<file path="src/rtl/bp_me_io_load_arbiter.sv">
// Round-robin arbiter that shares one IO command/response link among several loaders.
// Responses come back in order and are steered to the requester recorded in a source-ID FIFO.
module bp_me_io_load_arbiter #(
    parameter int num_req_p         = 2,
    parameter int msg_width_p       = 64,
    parameter int max_outstanding_p = 4
) (
    input  logic                                  clk_i,
    input  logic                                  reset_i,

    input  logic [num_req_p-1:0][msg_width_p-1:0] req_cmd_i,
    input  logic [num_req_p-1:0]                  req_cmd_v_i,
    output logic [num_req_p-1:0]                  req_cmd_yumi_o,

    output logic [msg_width_p-1:0]                req_resp_o,
    output logic [num_req_p-1:0]                  req_resp_v_o,
    input  logic [num_req_p-1:0]                  req_resp_ready_i,

    output logic [msg_width_p-1:0]                io_cmd_o,
    output logic                                  io_cmd_v_o,
    input  logic                                  io_cmd_ready_i,

    input  logic [msg_width_p-1:0]                io_resp_i,
    input  logic                                  io_resp_v_i,
    output logic                                  io_resp_yumi_o,

    output logic                                  idle_o,
    output logic                                  error_o
);

    localparam int id_w_lp  = (num_req_p > 1) ? $clog2(num_req_p) : 1;
    localparam int ptr_w_lp = (max_outstanding_p > 1) ? $clog2(max_outstanding_p) : 1;
    localparam int cnt_w_lp = ((max_outstanding_p + 1) > 1) ? $clog2(max_outstanding_p + 1) : 1;

    localparam logic [id_w_lp-1:0]  last_req_lp  = id_w_lp'(num_req_p - 1);
    localparam logic [ptr_w_lp-1:0] last_slot_lp = ptr_w_lp'(max_outstanding_p - 1);
    localparam logic [cnt_w_lp-1:0] max_cnt_lp   = cnt_w_lp'(max_outstanding_p);

    logic [id_w_lp-1:0]  rr_ptr_r;
    logic [id_w_lp-1:0]  grant_id;
    logic [id_w_lp-1:0]  scan_id;
    logic                grant_found;

    logic [id_w_lp-1:0]  src_mem_r [max_outstanding_p];
    logic [ptr_w_lp-1:0] wr_ptr_r;
    logic [ptr_w_lp-1:0] rd_ptr_r;
    logic [cnt_w_lp-1:0] count_r;
    logic [id_w_lp-1:0]  src_id;

    logic                outstanding;
    logic                not_full;
    logic                push;
    logic                pop;

    // Scan from the priority pointer upward (wrapping); the first valid requester wins.
    always_comb begin
        grant_id    = rr_ptr_r;
        grant_found = 1'b0;
        scan_id     = rr_ptr_r;
        for (int i = 0; i < num_req_p; i++) begin
            if (!grant_found && req_cmd_v_i[scan_id]) begin
                grant_found = 1'b1;
                grant_id    = scan_id;
            end
            scan_id = (scan_id == last_req_lp) ? '0 : scan_id + 1'b1;
        end
    end

    // Handshakes: a command moves when io_cmd_v_o & io_cmd_ready_i (valid never looks at ready);
    // a response is consumed when io_resp_v_i & io_resp_yumi_o.
    assign outstanding = (count_r != '0);
    assign not_full    = (count_r < max_cnt_lp);
    assign src_id      = src_mem_r[rd_ptr_r];

    assign io_cmd_v_o  = ~reset_i & grant_found & not_full;
    assign io_cmd_o    = reset_i ? '0 : req_cmd_i[grant_id];
    assign push        = io_cmd_v_o & io_cmd_ready_i;

    always_comb begin
        req_cmd_yumi_o = '0;
        if (push) begin
            req_cmd_yumi_o[grant_id] = 1'b1;
        end
    end

    // With nothing outstanding a response has no owner: it is dropped and flagged.
    always_comb begin
        req_resp_v_o   = '0;
        io_resp_yumi_o = 1'b0;
        error_o        = 1'b0;
        if (!reset_i && io_resp_v_i) begin
            if (outstanding) begin
                req_resp_v_o[src_id] = 1'b1;
                io_resp_yumi_o       = req_resp_ready_i[src_id];
            end else begin
                io_resp_yumi_o = 1'b1;
                error_o        = 1'b1;
            end
        end
    end

    assign req_resp_o = reset_i ? '0 : io_resp_i;
    assign pop        = io_resp_yumi_o & outstanding;
    assign idle_o     = reset_i | ~outstanding;

    always_ff @(posedge clk_i) begin
        if (reset_i) begin
            rr_ptr_r <= '0;
            wr_ptr_r <= '0;
            rd_ptr_r <= '0;
            count_r  <= '0;
        end else begin
            if (push) begin
                rr_ptr_r <= (grant_id == last_req_lp) ? '0 : grant_id + 1'b1;
                wr_ptr_r <= (wr_ptr_r == last_slot_lp) ? '0 : wr_ptr_r + 1'b1;
            end
            if (pop) begin
                rd_ptr_r <= (rd_ptr_r == last_slot_lp) ? '0 : rd_ptr_r + 1'b1;
            end
            case ({push, pop})
                2'b10:   count_r <= count_r + 1'b1;
                2'b01:   count_r <= count_r - 1'b1;
                default: count_r <= count_r;
            endcase
        end
    end

    // Storage needs no reset; occupancy is tracked by count_r and the pointers.
    always_ff @(posedge clk_i) begin
        if (push) begin
            src_mem_r[wr_ptr_r] <= grant_id;
        end
    end

endmodule

</file>
<file path="config.mk">
export PLATFORM = sky130hd
export DESIGN_NAME = bp_me_io_load_arbiter
export DESIGN_NICKNAME = d
export VERILOG_FILES = /design/src/rtl/bp_me_io_load_arbiter.sv
export SDC_FILE = /design/constraint.sdc
export NUM_CORES = 1
export LEC_CHECK = 0
export ABC_AREA = 0
export CORE_AREA = 3 3 128 130
export CTS_BUF_LIST = sky130_fd_sc_hd__clkbuf_8
export DETAILED_ROUTE_END_ITERATION = 10
export DIE_AREA = 0 0 131 133
export PLACE_DENSITY = 0.51
export RECOVER_POWER = 100
export SYNTH_ARGS = -nofsm -noshare
export SYNTH_HDL_FRONTEND = slang
export SYNTH_SLANG_ARGS = --single-unit
</file>
<file path="constraint.sdc">
create_clock -name clk_i -period 3.09 [get_ports clk_i]
set_input_delay 0.618 -clock clk_i [delete_from_list [all_inputs] [get_ports clk_i]]
set_output_delay 0.618 -clock clk_i [all_outputs]
set_load 0.05 [all_outputs]
</file>
==> metrics.txt <==
post-synthesis compound-gate area fraction=0.181; XOR/XNOR share of the synthesized area=0.00851; RR Endpoint=count_r[2]$_SDFFE_PP0P_; fmax=0.337 GHz; post-route non-filler standard cell count=890; sequential fraction of the synthesis area=0.156; cells along the critical path=clkdlybuf4s50_1 > nand2b_1 > a21oi_4 > buf_4 > nand2_1 > a21oi_1 > clkbuf_4; RSZ-0062 raised after global routing=false; Residual DRC=0; Primary FF master, synth=dfxtp_1; Root Driver=clkbuf_8; critical path endpoint=io_cmd_o[19]; Final Total Pwr=1.42 mW; gpl congestion=0.835; Final Critical Period=2.96 ns; YS warnings=0; total negative slack=0 ns; P_leak=2.34 nW; top cell family by delay on the critical path=buffers and inverters; setup bufs post-CTS=0; PortBufs=335; DR pass1 iterations=4; cell with the most instances after synthesis=nand2_1; Site Rows=45; P&R area growth vs syn=162%; Synth top cells by count=131 x nand2_1, 67 x a21oi_1, 67 x nor2b_1; syn nets=565; fin area=0.00540 mm²; die footprint=0.0174 mm²; Worst Path Required=2.47 ns; Buf+Inv Stages, Crit Path=3; TritonCTS clock tree=yes; crit path kind=in2out; status=finished, final reports clean; Post-Synth Adder-Cell Area=0.0462; Sink Count=14; Starting Density=0.135; drt initial violations=130; largest net degree at the start of global routing=43; final WL=12.5 mm; crit path capture type=output pin; Crit. Startpoint=req_cmd_v_i[1]; Hold Vio Cnt, Final=0; Num CTS Buffers=3; clk_lat worst skew=0.24 ns; max_slew headroom=0.560; largest cells by area after synthesis=nand2_1 24%, nor2b_1 20%, a21oi_1 16%; worst slew pin tran=0.663 ns; cell count of the worst reg-to-reg path=8; fin util=0.354; Reg-to-Reg Start=src_mem_r[3]$_DFFE_PP_; Worst Path Max Fanout=29; share of cells above drive strength 1=0.130; layout net count=887; GRT Overall Usage=0.128; Post-synth EDFFs=4; first-pass GRT wire length=18.0 mm; cts hold-fix bufs=0; Seq cells post-synth=14; Simple-Gate Fraction of Synth Area=0.508; Via density=3.93; WL per Instance=14.0 µm; Crit path depth=7; post-detail-place hpwl=10.8 mm; I/O Pins=336; top cell type by total area after synthesis=nand2_1; Synth async-reset ratio=0; CP max stage cell=clkdlybuf4s50_1; Vias=3,497; CTS clk-pin slew, worst paths=0.06 ns; die width=131 µm; PD cells=264 mW/mm²; H-tree depth=1; placed inst area=0.00551 mm²; placed instance count=886; Max VDD drop=0.000116 V; clk buf depth=2; Netlist cell types=30; Post-DRT Antenna Nets=0; vias in the first global route=3,343; Hold Crit Class=reg2reg; Max Transition Viols Final=0; post-CTS sizing=0; average size of a mapped cell=5.75 µm²; Setup Viol. Count Final=0; CP startpoint kind=input pin; maxcap violations=0; ant diodes=0; Core Area=0.0153 mm²; Cells after Synth=358; initial antenna violation count=0; grt ovf=0; r2r setup slk=0.52 ns; layout filler cell count=1,650; largest family of logic cells by synthesized area=simple AND/OR/NAND/NOR gates; mux share of post-synthesis cell area=0.0316; Critical Path Max Stage Delay=0.43 ns; Cell Area, Synth=0.00206 mm²; skew final=0.00739 ns; Synth top area share=0.239; crit share post-route=0.959; data arrival time of the critical path=2.35 ns; die span in y=133 µm
power by group:
group,leakage [nW],internal (mW),switching [mW]
Sequential,0.118,0.199,0.00691
Combinational,2.20,0.430,0.644
Clock,0.0231,0.0875,0.0576
Total,2.34,0.716,0.708
logic make-up after synthesis:
group                      Yosys count
AOI/OAI and AO/OA                   72
xor gates and xnor gates             2
adders and majority gates            7
buffers and inverters               35
DFF                                 14
muxes                                5
and+or+nand+nor                    223
through the flow:
step                hold slack (ns)  setup slack [ns]
floorplan                     0.478             0.296
global placement              0.521             0.109
detailed placement            0.513             0.111
CTS                           0.525             0.131
global route                  0.549            0.0192
finish                        0.518             0.125
tightest hold or removal path, delay by kind of cell, from the launching register on:
kind,cells,cell delay (ns)
flip-flops,1,0.33
AO/OA/AOI/OAI,2,0.14
cell usage in the layout (no fill, tap or decap), types with 2 or more instances in the layout:
cell and instances:
o21ai_0 2, ha_1 6, clkbuf_8 3, clkbuf_1 14, mux2_1 2, buf_2 18, dlygate4sd3_1 56, clkbuf_2 12
nand2b_1 3, clkbuf_4 28, mux2i_1 2, or3_1 2, edfxtp_1 4, nor2b_1 67, dfxtp_1 10, o31ai_1 2
nand2_1 131, inv_1 3, nor2_1 10, clkdlybuf4s50_1 197, buf_12 3, buf_4 20, and2_0 4, a21oi_1 66
how the worst min path moves through the flow:
stage / start / end / slack (ns) / depth (start not counted)
6_report: count_r[2]$_SDFFE_PP0P_ / count_r[2]$_SDFFE_PP0P_ / 0.52 / 2
2_1_floorplan: rr_ptr_r$_SDFFE_PP0P_ / rr_ptr_r$_SDFFE_PP0P_ / 0.48 / 2
3_5_place_dp: count_r[2]$_SDFFE_PP0P_ / count_r[2]$_SDFFE_PP0P_ / 0.51 / 2
4_1_cts: count_r[2]$_SDFFE_PP0P_ / count_r[2]$_SDFFE_PP0P_ / 0.53 / 2
3_3_place_gp: count_r[2]$_SDFFE_PP0P_ / count_r[2]$_SDFFE_PP0P_ / 0.52 / 2
5_1_grt: rr_ptr_r$_SDFFE_PP0P_ / rr_ptr_r$_SDFFE_PP0P_ / 0.55 / 2
layout make-up:
cell class / count / area [µm²] / area share
clock buffers: 3 / 41.3 / 0.00764
multi-input cells: 309 / 1600 / 0.297
clock inverters: 1 / 3.75 / 0.000695
well taps: 211 / 264 / 0.0489
repair buffers: 348 / 3160 / 0.584
flip-flops and latches: 14 / 320 / 0.0593
inverters: 4 / 15.0 / 0.00278
per-layer routing:
metal	wire [µm]	vias up	GRT usage
li1	-	1780	-
met1	4570	1539	0.141
met2	6730	172	0.249
met3	1070	6	0.0262
met4	92	0	0.0211
met5	0	-	0
No activity file was read; power rests on OpenSTA's default activity.
